<file path="config.mk">
export PLATFORM = sky130hd
export DESIGN_NAME = fifo_stream_reader
export DESIGN_NICKNAME = d
export VERILOG_FILES = /design/src/rtl/fifo_if_pkg.sv /design/src/rtl/stream_out_buf.sv /design/src/rtl/fifo_stream_reader.sv
export SDC_FILE = /design/constraint.sdc
export NUM_CORES = 1
export LEC_CHECK = 0
export ABC_AREA = 1
export CAP_MARGIN = 30
export CORE_ASPECT_RATIO = 0.5
export CORE_MARGIN = 3
export CORE_UTILIZATION = 55
export CTS_BUF_LIST = sky130_fd_sc_hd__clkbuf_4 sky130_fd_sc_hd__clkbuf_8 sky130_fd_sc_hd__clkbuf_16
export CTS_CLUSTER_DIAMETER = 50
export DETAILED_ROUTE_END_ITERATION = 10
export DONT_BUFFER_PORTS = 1
export PLACE_DENSITY = 0.72
export SLEW_MARGIN = 20
export SYNTH_ARGS = -nofsm -noshare
export SYNTH_HDL_FRONTEND = slang
export SYNTH_SLANG_ARGS = --single-unit
</file>
<file path="constraint.sdc">
create_clock -name clk -period 2.1 [get_ports clk]
set_clock_uncertainty 0.2 [all_clocks]
set_input_delay 0.42 -clock clk [delete_from_list [all_inputs] [get_ports clk]]
set_output_delay 0.42 -clock clk [all_outputs]
set_load 0.1 [all_outputs]
</file>
<file path="src/rtl/fifo_if_pkg.sv">
`default_nettype none
// ============================================================================
//  Module   : fifo_if_pkg
//  Purpose  : Constants and types shared by the ring-list FIFO, its writers
//             and the read-side stream master.
//  Contents : RD_LATENCY         - cycles from rd_en to rd_val/rd_data
//             DEFAULT_DATA_WIDTH - default FIFO word width
//             rd_state_t         - control state of the read master
//  Revision : 1.0 - initial release
// ============================================================================
package fifo_if_pkg;

    localparam int RD_LATENCY         = 1;
    localparam int DEFAULT_DATA_WIDTH = 8;

    // RUN     : backoff counter is zero, requests follow the request rule
    // BACKOFF : counting down idle cycles after an empty response
    typedef enum logic [0:0] {
        ST_RUN     = 1'b0,
        ST_BACKOFF = 1'b1
    } rd_state_t;

endpackage
`default_nettype wire

</file>
<file path="src/rtl/stream_out_buf.sv">
`default_nettype none
// ============================================================================
//  Module   : stream_out_buf
//  Purpose  : Small ring buffer presenting captured FIFO words as a
//             valid/ready stream. No bypass: a pushed word is visible on the
//             next cycle at the earliest.
//  Ports    : clk, reset            - clock, synchronous active-high reset
//             push, push_data       - write one word (never issued when full)
//             m_ready               - downstream accept
//             m_valid, m_data       - oldest buffered word
//             occ                   - number of buffered words
//             pop                   - handshake this cycle (m_valid & m_ready)
//  Revision : 1.0 - initial release
// ============================================================================
module stream_out_buf #(
    parameter  int DATA_WIDTH = 8,
    parameter  int DEPTH      = 2,
    localparam int OCC_WIDTH  = $clog2(DEPTH + 1)
) (
    input  logic                  clk,
    input  logic                  reset,
    input  logic                  push,
    input  logic [DATA_WIDTH-1:0] push_data,
    input  logic                  m_ready,
    output logic                  m_valid,
    output logic [DATA_WIDTH-1:0] m_data,
    output logic [OCC_WIDTH-1:0]  occ,
    output logic                  pop
);

    localparam int PTR_WIDTH = (DEPTH > 1) ? $clog2(DEPTH) : 1;

    logic [DATA_WIDTH-1:0] r_mem [DEPTH];
    logic [PTR_WIDTH-1:0]  r_head;
    logic [PTR_WIDTH-1:0]  r_tail;
    logic [OCC_WIDTH-1:0]  r_occ;
    logic                  w_pop;

    // Pointers wrap explicitly so that non-power-of-two depths work.
    function automatic logic [PTR_WIDTH-1:0] next_ptr(input logic [PTR_WIDTH-1:0] ptr);
        return (ptr == PTR_WIDTH'(DEPTH - 1)) ? '0 : ptr + 1'b1;
    endfunction

    assign m_valid = (r_occ != '0);
    assign w_pop   = m_valid & m_ready;
    assign m_data  = r_mem[r_head];
    assign occ     = r_occ;
    assign pop     = w_pop;

    always_ff @(posedge clk) begin
        if (reset) begin
            r_head <= '0;
            r_tail <= '0;
            r_occ  <= '0;
        end else begin
            if (push) begin
                r_tail <= next_ptr(r_tail);
            end
            if (w_pop) begin
                r_head <= next_ptr(r_head);
            end
            case ({push, w_pop})
                2'b10:   r_occ <= r_occ + 1'b1;
                2'b01:   r_occ <= r_occ - 1'b1;
                default: r_occ <= r_occ;
            endcase
        end
    end

    // Storage carries no reset; contents are only observed while m_valid=1.
    always_ff @(posedge clk) begin
        if (push) begin
            r_mem[r_tail] <= push_data;
        end
    end

endmodule
`default_nettype wire

</file>
<file path="src/rtl/fifo_stream_reader.sv">
`default_nettype none
// ============================================================================
//  Module   : fifo_stream_reader
//  Purpose  : Read-side master for the ring-list FIFO. Issues rd_en requests,
//             captures the one-cycle-later responses into stream_out_buf and
//             streams them downstream. Backs off POLL_GAP cycles after an
//             empty response before polling again.
//  Ports    : clk, reset      - clock, synchronous active-high reset
//             en              - allows new read requests
//             rd_en           - read request to the FIFO
//             rd_data, rd_val - FIFO response (valid only the cycle after rd_en)
//             m_valid, m_data, m_ready - downstream stream
//             word_cnt        - delivered words, wraps modulo 2^CNT_WIDTH
//  Revision : 1.0 - initial release
// ============================================================================
module fifo_stream_reader
    import fifo_if_pkg::*;
#(
    parameter int DATA_WIDTH = DEFAULT_DATA_WIDTH,
    parameter int BUF_DEPTH  = 2,
    parameter int POLL_GAP   = 4,
    parameter int CNT_WIDTH  = 16
) (
    input  logic                  clk,
    input  logic                  reset,
    input  logic                  en,
    output logic                  rd_en,
    input  logic [DATA_WIDTH-1:0] rd_data,
    input  logic                  rd_val,
    output logic                  m_valid,
    output logic [DATA_WIDTH-1:0] m_data,
    input  logic                  m_ready,
    output logic [CNT_WIDTH-1:0]  word_cnt
);

    localparam int OCC_WIDTH = $clog2(BUF_DEPTH + 1);
    localparam int SUM_WIDTH = OCC_WIDTH + 1;
    localparam int GAP_WIDTH = (POLL_GAP > 0) ? $clog2(POLL_GAP + 1) : 1;

    rd_state_t              r_state;
    rd_state_t              w_state_nxt;
    logic [GAP_WIDTH-1:0]   r_gap_cnt;
    logic [GAP_WIDTH-1:0]   w_gap_nxt;
    logic                   r_pend;
    logic [CNT_WIDTH-1:0]   r_word_cnt;

    logic                   w_push;
    logic                   w_empty_rsp;
    logic                   w_pop;
    logic                   w_space;
    logic [OCC_WIDTH-1:0]   w_occ;
    logic [SUM_WIDTH-1:0]   w_committed;

    // r_pend marks the single cycle (RD_LATENCY=1) in which rd_val/rd_data
    // are fresh; in every other cycle they are stale and ignored.
    assign w_push      = r_pend & rd_val;
    assign w_empty_rsp = r_pend & ~rd_val;

    // Words already buffered plus the one in flight, less the one leaving
    // this cycle. Keeping this below BUF_DEPTH means a push never meets a
    // full buffer. pop <= occ, so the sum never goes negative.
    assign w_committed = SUM_WIDTH'(w_occ) + SUM_WIDTH'(r_pend) - SUM_WIDTH'(w_pop);
    assign w_space     = (w_committed < SUM_WIDTH'(BUF_DEPTH));

    // An empty response in this cycle already counts as the start of the
    // backoff: no request is issued in the response cycle itself, which
    // spaces empty polls POLL_GAP+2 cycles apart.
    assign rd_en = ~reset & en & (r_state == ST_RUN) & ~w_empty_rsp & w_space;

    always_comb begin
        w_state_nxt = r_state;
        w_gap_nxt   = r_gap_cnt;
        case (r_state)
            ST_RUN: begin
                if (w_empty_rsp && (POLL_GAP > 0)) begin
                    w_state_nxt = ST_BACKOFF;
                    w_gap_nxt   = GAP_WIDTH'(POLL_GAP);
                end
            end
            ST_BACKOFF: begin
                w_gap_nxt = r_gap_cnt - 1'b1;
                if (r_gap_cnt == GAP_WIDTH'(1)) begin
                    w_state_nxt = ST_RUN;
                end
            end
            default: begin
                w_state_nxt = ST_RUN;
                w_gap_nxt   = '0;
            end
        endcase
    end

    always_ff @(posedge clk) begin
        if (reset) begin
            r_state    <= ST_RUN;
            r_gap_cnt  <= '0;
            r_pend     <= 1'b0;
            r_word_cnt <= '0;
        end else begin
            r_state   <= w_state_nxt;
            r_gap_cnt <= w_gap_nxt;
            r_pend    <= rd_en;
            if (w_pop) begin
                r_word_cnt <= r_word_cnt + 1'b1;
            end
        end
    end

    assign word_cnt = r_word_cnt;

    stream_out_buf #(
        .DATA_WIDTH (DATA_WIDTH),
        .DEPTH      (BUF_DEPTH)
    ) u_out_buf (
        .clk       (clk),
        .reset     (reset),
        .push      (w_push),
        .push_data (rd_data),
        .m_ready   (m_ready),
        .m_valid   (m_valid),
        .m_data    (m_data),
        .occ       (w_occ),
        .pop       (w_pop)
    );

endmodule
`default_nettype wire

</file>
Word-level counts from Yosys, hierarchy flattened
Memory sizes are Yosys's and may differ from the RTL's. A register that Yosys moved wholly into a read port is not among the register bits.
Cells that the tools add are included.
- flip-flop bits (word level): 25
- memories kept: 1
- output and inout bits: 26
- RAM bits: 16
- input bits: 13
- magnitude comparators: 1
- bitwise gates (word level): 11
- mux-type cells: 12
- add/sub/neg operators: 8
- reductions and logical operators: 2
- equal/unequal tests: 4
- memories (name ; words ; width ; read ports ; clocked after Yosys merged registers in ; wr ports ; line ; RTL):
    u_out_buf.r_mem ; 2 ; 8 ; 1 ; 1 ; 1 ; stream_out_buf.sv:33 ; logic [DATA_WIDTH-1:0] r_mem [DEPTH];
- operators by type and width (operator ; number):
    adder 16 x 1 -> 16 bit, second input constant ; 1
    2-to-1 mux 1 bit ; 8
    bitwise AND 1 bit ; 7
    one-hot mux 3 bit (2 select lines) ; 1
    NOT 1 bit ; 4
    one-hot mux 2 bit (2 select lines) ; 1
    nonzero test 2 bit ; 2
    adder 2 x 1 -> 3 bit ; 1
    == test 3 x 1 -> 1 bit, second input constant ; 1
    < comparator 3 x 2 -> 1 bit, second input constant ; 1
    2-to-1 mux 3 bit ; 1
    subtractor 3 x 1 -> 3 bit ; 1
    subtractor 3 x 1 -> 3 bit, second input constant ; 1
    adder 1 bit, second input constant ; 2
    adder 2 x 1 -> 2 bit, second input constant ; 1
    == test 2 x 1 -> 1 bit, second input constant ; 1
    == test 2 bit, second input constant ; 1
    inequality test 2 bit, second input constant ; 1
    one-hot mux 1 bit (2 select lines) ; 1
    subtractor 2 x 1 -> 2 bit, second input constant ; 1

Depth between registers and ports, before layout
Gate-level depths: netlist (run 1).
- depth after elaboration: 5
- depth in mapped cells: 8
- gate-level depth less buffers: 8

Cells and area by module
A second synthesis (run 1) with hierarchy kept.
- cell total of the unflattened synthesis: 212
- area, all modules: 1934.4 µm²
- by module, submodules not included (module ; area an instance (µm²) ; sequential area each (µm²) ; cells each ; instances):
    fifo_stream_reader ; 1082.3 ; 420.4 ; 151 ; 1
    stream_out_buf ; 852.1 ; 580.6 ; 61 ; 1

Worst setup path before layout (run 1)
No wires, ideal clock.
- path kind: register -> output
- start point: reg u_out_buf.r_occ[1] (netlist: u_out_buf.occ[1])
- end point: out rd_en
- arrival: 3.696 ns
- slack: -2.216 ns
- data required time: 1.480 ns
- stages on the path, launching flop included: 9
- cells stage by stage: dfxtp_1 > o21ai_2 > inv_1 > ha_1 > inv_1 > nand2_1 > fa_1 > nand3_1 > nor3_1
- cells in the longest elaborated chain, start to end: 5
- elaborated cells on any way between the ends: 6
- classes of those cells: add/sub (2); order compare (1); bitwise (2); reduce/logical (1)
- RTL lines (element ; line ; RTL):
    from (decl) ; stream_out_buf.sv:36 ; logic [OCC_WIDTH-1:0] r_occ;
    from (signal assigned) ; stream_out_buf.sv:63 ; 2'b10: r_occ <= r_occ + 1'b1;
    from (signal assigned) ; stream_out_buf.sv:64 ; 2'b01: r_occ <= r_occ - 1'b1;
    from (signal assigned) ; stream_out_buf.sv:65 ; default: r_occ <= r_occ;
    nonzero test 2 bit ; stream_out_buf.sv:44 ; assign m_valid = (r_occ != '0);
    bitwise AND 1 bit ; stream_out_buf.sv:45 ; assign w_pop = m_valid & m_ready;
    net u_out_buf.pop ; stream_out_buf.sv:28 ; output logic pop
    subtractor 3 x 1 -> 3 bit ; fifo_stream_reader.sv:62 ; assign w_committed = SUM_WIDTH'(w_occ) + SUM_WIDTH'(r_pend) - SUM_WIDTH'(w_pop);
    < comparator 3 x 2 -> 1 bit ; fifo_stream_reader.sv:63 ; assign w_space = (w_committed < SUM_WIDTH'(BUF_DEPTH));
    bitwise AND 1 bit ; fifo_stream_reader.sv:68 ; assign rd_en = ~reset & en & (r_state == ST_RUN) & ~w_empty_rsp & w_space;
    to (decl) ; fifo_stream_reader.sv:27 ; output logic rd_en,
The timed path passes the listed nets, and every way through them passes these cells.

Worst setup path in the final report (run 1)
- start point: reg u_out_buf.r_occ[0] (netlist: u_out_buf.occ[0])
- end point: out rd_en
The elaborated chain is that of the path after synthesis.

==> results of run 1 <==
-- worst min-delay path by stage --
stage	start	end	slack [ns]	cells after the start
finish	rd_data[7]	u_out_buf.r_mem[0][7]	0.01	0
global route	rd_data[5]	u_out_buf.r_mem[1][5]	0.002	0
CTS	rd_data[2]	u_out_buf.r_mem[1][2]	0.006	0
detailed placement	u_out_buf.r_head	flop	0.25	1
global placement	u_out_buf.r_head	u_out_buf.r_head	0.23	1
floorplan	r_state	r_gap_cnt[2]	0.22	1
-- stage by stage --
| stage | hold slack [ns] | setup TNS (ns) |
|---|---|---|
| 2_1_floorplan | 0.2223 | -0.7923 |
| 3_3_place_gp | 0.2334 | -0.3440 |
| 3_5_place_dp | 0.2456 | -0.3707 |
| 4_1_cts | 0.005682 | -0.6966 |
| 5_1_grt | 0.002292 | -0.9448 |
| 6_report | 0.01424 | -0.6813 |
-- cells in the final DEF, fill, tap and decap left out, types with 5 or more instances in the layout --
cell type / netlist / layout
edfxtp_1: 16 / 16
o21ai_0: 12 / 12
nand2_1: 32 / 31
nand3_1: 7 / 6
nor3_1: 6 / 5
dfxtp_2: 0 / 5
nor2_1: 30 / 30
a21oi_1: 14 / 14
inv_1: 23 / 21
mux2_2: 8 / 6
dfxtp_1: 26 / 20
clkbuf_8: 0 / 5
buf_4: 0 / 26
-- logic make-up after synthesis --
family          count (synthesis)  synth area share, %
fa+ha+maj                       6                4.524
flops                          42                54.83
xor+xnor                        3                1.440
compound gates                 28                7.951
mux                             8                4.935
buf+inv                        28                5.757
simple gates                   84                20.56
-- final cells by class --
| class | count | area [um2] |
|---|---|---|
| clock inverter | 3 | 21.27 |
| clock buffer | 5 | 68.82 |
| tap | 40 | 50.05 |
| timing repair buffer | 28 | 225.2 |
| multi-input combinational | 129 | 775.7 |
| inverter | 25 | 93.84 |
| fill | 217 | 837.1 |
| sequential | 42 | 1011 |
-- state kept, by name, summed over array words and instances (netlist names), named ones only --
name,cells
r_gap_cnt,3
r_pend,1
r_state,1
u_out_buf.occ,2
u_out_buf.r_head,1
u_out_buf.r_mem,16
u_out_buf.r_tail,1
word_cnt,16
-- what timing repair did --
item,CTS,global route
endpoints found under the hold margin,4,0
hold buffers,1,0
setup endpoints to repair,1,3
resized for setup,0,2
-- power by group --
group	leakage [nW]	internal, mW	total [mW]	switching (mW)
sequential	0.359	0.900	0.942	0.0425
clock	0.0441	0.233	0.505	0.272
combinational	0.489	0.174	0.611	0.438
total	0.891	1.31	2.06	0.752
-- worst max-delay path: stages, from the launching register on --
cell and delay (ns):
dfxtp_2 0.36, o21ai_4 0.16, inv_2 0.07, ha_4 0.21
inv_2 0.04, nand2_2 0.05, fa_2 0.53, nand3_2 0.10
nor3_4 0.16, buf_12 0.20
-- per-layer routing --
layer	wire, um	track usage (%)	part of all wire [%]
met1	1388	18.22	43
met2	1549	30.24	47
met3	300	7.531	9.2
met4	27	6.116	0.83
met5	0	0	0
==> flow_metrics.py, run 1 <==
metrics = {
    "placed_design": {
        "placed_area_um2": 2138,
        "gp_congestion": 0.8181,
        "post-dp-hpwl_um": 2479,
        "placed_cells": 263,
        "placement.io_buffers": 0,
        "pre_cts_slack_ns": -0.3707,
    },
    "power": {
        "power.density_nw_per_um2": 916.8,
        "ir_drop_mv": 0.6442,
        "power_mw": 2.059,
        "power.leakage_nw": 0.8912,
    },
    "timing": {
        "max_clock_freq_mhz": 359.5,
        "setup_viol": 1,
        "period_share_pct": 132.4,
        "relSlewSlack_pct": 65.66,
        "fin_ws_ns": -0.6813,
        "grt_setup_unrepaired": "yes",
        "finalHoldViolCount": 0,
        "maxSlewViolCount": 0,
        "fin_crit_ns": 2.781,
        "worst_pin_slew_ns": 0.5174,
    },
    "synth": {
        "ys_seq_area_share_pct": 54.83,
        "synthArstFlopShare_pct": 0,
        "syn_avg_cell_area_um2": 9.173,
        "syn_area_um2": 1826,
        "yosysMostFrequentCell": "nand2_1",
        "synthDistinctLibCells": 24,
        "synth_top_cell_by_area": "dfxtp_1",
        "syn_nets": 218,
        "synth_commonest_cells": "nand2_1, nor2_1, dfxtp_1, inv_1, edfxtp_1",
        "ys.warnings.count": 0,
        "synth_edf_count": 16,
        "synth_ff_type": "dfxtp_1",
        "synth_seq_cells": 42,
        "synth.area.top_cells": "dfxtp_1, edfxtp_1, nand2_1, nor2_1, mux2_2",
        "syn-instance-count": 199,
        "yosysTopAreaCellShare_pct": 28.51,
    },
    "clock_tree": {
        "cts_inserted_buffers": 5,
        "insertion_delay_ns": 0.30,
        "cts_setup_buffers": 0,
        "cts_tree": "yes",
        "clock-sinks": 42,
        "path_clk_slew_ns": 0.08,
        "cts_buffer_depth": 2,
        "h-tree-depth": 2,
        "cts-root-buf": "clkbuf_8",
    },
    "critical_path": {
        "cp_max_fo": 4,
        "worstPathArrival_ns": 2.16,
        "regToRegSetupSlack_ns": 0.11,
        "worstReg2RegEnd": "r_pend",
        "crit_type": "reg2out",
        "required_ns": 1.48,
        "crit_start": "u_out_buf.occ[0]",
        "cp-start-kind": "flop",
        "ff2ff_path_depth": 8,
        "critPathCaptureType": "primary output",
        "worstReg2RegStart": "u_out_buf.occ[0]",
        "timing.critical_path.to": "rd_en",
    },
    "global_routing": {
        "antenna_found_initial": 0,
        "grt_pass1_vias": 1249,
        "grt_max_degree": 21,
        "grt_use_total_pct": 16.80,
        "grt_overflow": 0,
        "grt_pass1_wl_um": 5216,
    },
    "run": {
        "maxCapViolations": 0,
    },
    "die": {
        "initial_core_util_pct": 59.21,
        "rows": 14,
        "die_w_um": 87.48,
        "chipHeight_um": 46.74,
        "dieArea_um2": 4089,
        "core_um2": 3083,
        "io_pins": 39,
    },
    "final_layout": {
        "diodes": 0,
        "instances_no_fill": 272,
        "post-route-util_pct": 72.85,
        "layout.nets": 250,
        "area_delta_synth_final_pct": 23.03,
        "drive_above_1_share_pct": 28.02,
        "final_area_um2": 2246,
    },
    "routing": {
        "first_pass_iters": 4,
        "drc": 0,
        "drt_wl_total_um": 3265,
        "via_per_inst": 5.103,
        "post_drt_wl_per_cell_um": 12.00,
        "drtIter0Drc": 25,
        "num_vias": 1388,
        "final_antenna_net_count": 0,
    },
    "min_path": {
        "hold_path_class": "in2reg",
    },
    "outcome": {
        "violations": "negative setup slack",
        "outcome": "finished with violations",
    },
}
(Power assumes the default switching activity.)
==> run 2: changes to the inputs <==
- CORE_MARGIN: 3 -> default
- CORE_UTILIZATION: 55 -> 60
- PLACE_DENSITY: 0.72 -> 0.75
- clock period: 2.1 -> 2.77 ns (I/O delays scaled with it)
==> run 2 against run 1 <==
Effect of this change:
- cell count grew 0.74%
- critical endpoint unchanged
- final area grew 1.7%
- largest cell class unchanged
- first-iteration DRC count grew to 6.7 times the previous value
- non-clock buffer count grew 5
- sequential share of layout area shrank 0.98 points
- the run still ends with negative setup slack left
- setup slack gained 0.49 ns
==> flow_metrics.py, run 2 (same netlist as run 1, synthesis figures left out) <==
metrics = {
    "routing": {
        "drt_wl_total_um": 4662,
        "drtIter0Drc": 168,
        "via_per_inst": 5.719,
        "num_vias": 1567,
        "met3WireLength_um": 448,
        "wl_met2_um": 2251,
        "first_pass_iters": 4,
        "wl_met1_um": 1811,
        "routed.top_layer": "met4",
        "drc": 0,
        "post_drt_wl_per_cell_um": 17.01,
        "final_antenna_net_count": 0,
    },
    "power": {
        "power.density_nw_per_um2": 719.4,
        "ir_drop_mv": 0.4494,
        "power.leakage_nw": 0.9109,
    },
    "final_layout": {
        "diodes": 0,
        "instances_no_fill": 274,
        "post-route-util_pct": 83.61,
        "layout.nets": 255,
        "final_common_cell": "buf_4",
        "area_delta_synth_final_pct": 25.15,
        "layout_common_cells": "buf_4, nand2_1, nor2_1, dfxtp_1, inv_1",
        "drive_above_1_share_pct": 28.69,
    },
    "clock_tree": {
        "cts.hold.buffers_added": 0,
        "cts_buffer_depth": 2,
        "h-tree-depth": 2,
        "insertion_delay_ns": 0.30,
        "cts-root-buf": "clkbuf_8",
        "path_clk_slew_ns": 0.08,
        "clock-sinks": 42,
        "cts_tree": "yes",
        "cts_inserted_buffers": 5,
    },
    "placed_design": {
        "post-dp-hpwl_um": 2772,
        "placed_cells": 254,
        "gp_congestion": 0.7731,
        "placement.io_buffers": 0,
    },
    "die": {
        "die_w_um": 80.01,
        "chipHeight_um": 41.01,
        "dieArea_um2": 3281,
        "rows": 13,
        "io_pins": 39,
        "core_um2": 2733,
        "initial_core_util_pct": 66.80,
    },
    "critical_path": {
        "path_buf_inv": 3,
        "crit_family": "adder cells",
        "worstPathCellList": "o21ai_4 > inv_2 > ha_4 > inv_2 > nand2_2 > fa_2 > nand3_4 > nor3_4 > buf_12",
        "worstPathArrival_ns": 2.20,
        "crit_type": "reg2out",
        "cp_max_fo": 4,
        "critPathCaptureType": "primary output",
        "required_ns": 2.02,
        "cpMaxStageDelayCell": "fa_2",
        "crit_path_frequent_cell": "inv_2",
        "cpPeakStageDelay_ns": 0.56,
        "cp-start-kind": "flop",
    },
    "timing": {
        "max_clock_freq_mhz": 338.0,
        "period_share_pct": 106.8,
        "setup_viol": 2,
        "relSlewSlack_pct": 50.59,
        "finalHoldViolCount": 0,
        "maxSlewViolCount": 0,
        "grt_setup_unrepaired": "yes",
        "fin_crit_ns": 2.959,
        "fin_ws_ns": -0.1888,
        "worst_pin_slew_ns": 0.7385,
    },
    "global_routing": {
        "antenna_found_initial": 0,
        "grt_pass1_wl_um": 6927,
        "grt_use_total_pct": 30.88,
        "grt_pass1_vias": 1422,
        "grt_overflow": 0,
        "grt_max_degree": 21,
    },
    "outcome": {
        "violations": "negative setup slack",
        "outcome": "finished with violations",
    },
    "run": {
        "maxCapViolations": 0,
    },
    "min_path": {
        "hold_path_class": "in2reg",
    },
}
-- run 2: cell count changes in the layout (fill, tap and decap cells not counted), sizes merged --
cell         before  now
buf              27   33
dlygate4sd3       1    0
-- run 2: area by class of cell --
cell class	instances	area [um2]
sequential	42	1006
fill	145	447.9
multi-input combinational	129	788.3
inverter	25	93.84
tap	37	46.29
timing repair buffer	33	260.3
clock buffer	5	68.82
clock inverter	3	21.27
-- run 2: routing by layer --
layer  up-vias  track usage, %
met5         -               0
li1        725               -
met3        25           11.56
met1       738           32.97
met2        79           58.97
met4         0           12.50
-- run 2: stage by stage --
| stage | area [um2] | setup TNS [ns] | hold WS [ns] | total power, mW | worst slack, ns |
|---|---|---|---|---|---|
| floorplan | 1874 | -0.3771 | 0.2223 | 1.098 | -0.3771 |
| global placement | 2079 | 0 | 0.2348 | 1.154 | 0.04635 |
| detailed placement | 2079 | -0.02289 | 0.2423 | 1.173 | -0.02289 |
| CTS | 2263 | -0.3797 | 0.1067 | 1.607 | -0.2478 |
| global route | 2285 | -0.4388 | 0.1080 | 1.688 | -0.2483 |
| finish | 2285 | -0.3305 | 0.1114 | 1.644 | -0.1888 |
-- run 2: timing repair --
action | in CTS | in global routing
pin swaps | 4 | 4
resized for setup | 4 | 3
setup buffers | 11 | 1
setup endpoints to repair | 1 | 3
-- run 2: path summary, 6_finish.rpt --
path | from | to | slack [ns] | cells after the start
setup / recovery | u_out_buf.occ[0] | rd_en | -0.19 | 9
hold reg to reg | u_out_buf.r_head | flop | 0.29 | 1
hold / removal | reset | word_cnt[5] | 0.11 | 1
setup reg to reg | u_out_buf.occ[0] | u_out_buf.occ[1] | -0.14 | 17
-- run 2: power by group --
part | total (mW) | leakage, nW | switching [mW] | internal (mW)
registers | 0.720 | 0.357 | 0.0371 | 0.683
clock network | 0.404 | 0.0441 | 0.226 | 0.177
logic | 0.520 | 0.510 | 0.370 | 0.150
-- run 2: worst register-to-register path, cell delays in order (launching register included) --
cell	delay (ns)
dfxtp_4	0.37
o21ai_4	0.13
inv_2	0.07
buf_4	0.13
buf_4	0.12
buf_4	0.12
buf_4	0.13
buf_4	0.13
buf_4	0.13
buf_4	0.12
buf_4	0.12
buf_4	0.12
buf_4	0.16
ha_4	0.25
a21oi_1	0.16
o21ai_1	0.11
o21ai_1	0.15
a21oi_1	0.07
==> run 3: changes to the inputs <==
- RECOVER_POWER: default -> 100
==> run 3 against run 2 <==
Effect of this change:
- the flow still finishes with violations (negative setup slack)
- first-iteration DRC count down 19%
- critical path type unchanged
- critical path depth unchanged
- cell count unchanged
- global-route usage is the same
- routed wire length is 1.1% lower
==> flow_metrics.py, run 3 (same netlist as run 1, synthesis figures left out) <==
metrics = {
    "timing": {
        "maxSlewViolCount": 0,
        "hold-worst-slack_ns": 0.1154,
        "fin_crit_ns": 2.964,
        "finalHoldViolCount": 0,
        "grt_setup_unrepaired": "yes",
        "period_share_pct": 107.0,
        "relSlewSlack_pct": 11.32,
        "setup_viol": 2,
        "max_clock_freq_mhz": 337.4,
        "worst_pin_slew_ns": 1.330,
        "fin_ws_ns": -0.1942,
    },
    "routing": {
        "num_vias": 1572,
        "via_per_inst": 5.737,
        "final_antenna_net_count": 0,
        "drc": 0,
        "drtIter0Drc": 136,
        "first_pass_iters": 4,
        "drt_wl_total_um": 4609,
        "post_drt_wl_per_cell_um": 16.82,
    },
    "clock_tree": {
        "cts_tree": "yes",
        "clock-sinks": 42,
        "cts_inserted_buffers": 5,
        "cts_buffer_depth": 2,
        "h-tree-depth": 2,
        "cts-root-buf": "clkbuf_8",
        "path_clk_slew_ns": 0.08,
        "insertion_delay_ns": 0.30,
    },
    "run": {
        "maxCapViolations": 0,
    },
    "global_routing": {
        "grt_use_total_pct": 30.88,
        "grt_max_degree": 21,
        "antenna_found_initial": 0,
        "grt_pass1_wl_um": 6927,
        "grt_overflow": 0,
        "grt_pass1_vias": 1422,
    },
    "placed_design": {
        "placement.io_buffers": 0,
        "gp_congestion": 0.7731,
        "pre_cts_slack_ns": -0.02289,
        "post-dp-hpwl_um": 2772,
        "placed_area_um2": 2079,
    },
    "die": {
        "rows": 13,
        "initial_core_util_pct": 66.80,
        "die_w_um": 80.01,
        "core_um2": 2733,
        "chipHeight_um": 41.01,
        "io_pins": 39,
        "dieArea_um2": 3281,
    },
    "power": {
        "ir_drop_mv": 0.4395,
        "power.density_nw_per_um2": 736.3,
        "power_mw": 1.620,
        "power.leakage_nw": 0.8443,
    },
    "final_layout": {
        "layout.nets": 255,
        "area_delta_synth_final_pct": 20.49,
        "post-route-util_pct": 80.49,
        "drive_above_1_share_pct": 17.72,
        "final_area_um2": 2200,
        "final_common_cell": "nand2_1",
        "regArea_um2": 1006,
        "multi_input_area_um2": 763.2,
        "layout_common_cells": "nand2_1, nor2_1, dfxtp_1, inv_1",
        "diodes": 0,
        "final.fill_count": 170,
    },
    "critical_path": {
        "cp_max_fo": 4,
        "critPathCaptureType": "primary output",
        "worstPathArrival_ns": 2.21,
        "cp-start-kind": "flop",
        "crit_type": "reg2out",
        "required_ns": 2.02,
    },
    "outcome": {
        "outcome": "finished with violations",
        "violations": "negative setup slack",
    },
    "min_path": {
        "hold_path_class": "in2reg",
    },
}
==> run 3: changes by cell type in the layout (fill, tap and decap cells not counted), sizes merged <==
cell    delta
buf       -16
clkbuf    +16
==> run 3: path summary, 6_finish.rpt <==
kind / startpoint / endpoint / slack, ns / cells past startpoint
worst min-delay path: reset / r_gap_cnt[1] / 0.12 / 1
worst max register to register: u_out_buf.occ[0] / u_out_buf.occ[1] / -0.10 / 17
worst min register to register: u_out_buf.r_head / flop / 0.29 / 1
worst max-delay path: u_out_buf.occ[0] / rd_en / -0.19 / 9
==> run 3: final cells by class <==
| type | count | area share (%) |
|---|---|---|
| clock buffer | 5 | 3.129 |
| clock inverter | 3 | 0.9670 |
| inverter | 25 | 4.266 |
| multi-input combinational | 129 | 34.70 |
| sequential | 42 | 45.73 |
| tap | 37 | 2.105 |
| timing repair buffer | 33 | 9.101 |
==> run 3: layer usage <==
| layer | vias to the layer above | global-route usage, % | part of all wire, % |
|---|---|---|---|
| li1 | 727 | - | - |
| met2 | 90 | 58.97 | 49 |
| met3 | 24 | 11.56 | 11 |
| met5 | - | 0 | 0 |
| met1 | 731 | 32.97 | 37 |
| met4 | 0 | 12.50 | 3.4 |
==> run 3: timing repair <==
action | CTS | global route
setup endpoints to repair | 1 | 3
gates resized for setup | 4 | 3
buffers inserted | 11 | 1
pin swaps | 4 | 4
hold buffers | 0 | 0
==> run 3: power breakdown <==
group          switching [mW]  total, mW  internal [mW]
Clock                   0.222      0.399          0.177
Combinational           0.364      0.501          0.137
Sequential             0.0374      0.720          0.683
Total                   0.623       1.62          0.996
==> run 3: stage by stage <==
step                       TNS, ns  std cells
after global routing       -0.8084        274
after floorplan            -0.3771        199
after CTS                  -0.3797        273
after detailed placement  -0.02289        254
final                      -0.2964        274
after global placement           0        254
==> run 3: worst max-delay path, cell delays in order (launching register included) <==
cell and delay (ns):
dfxtp_4 0.38, o21ai_4 0.13, inv_2 0.07, ha_4 0.21, inv_2 0.05, nand2_2 0.05
fa_2 0.56, nand3_4 0.09, nor3_4 0.17, buf_12 0.20
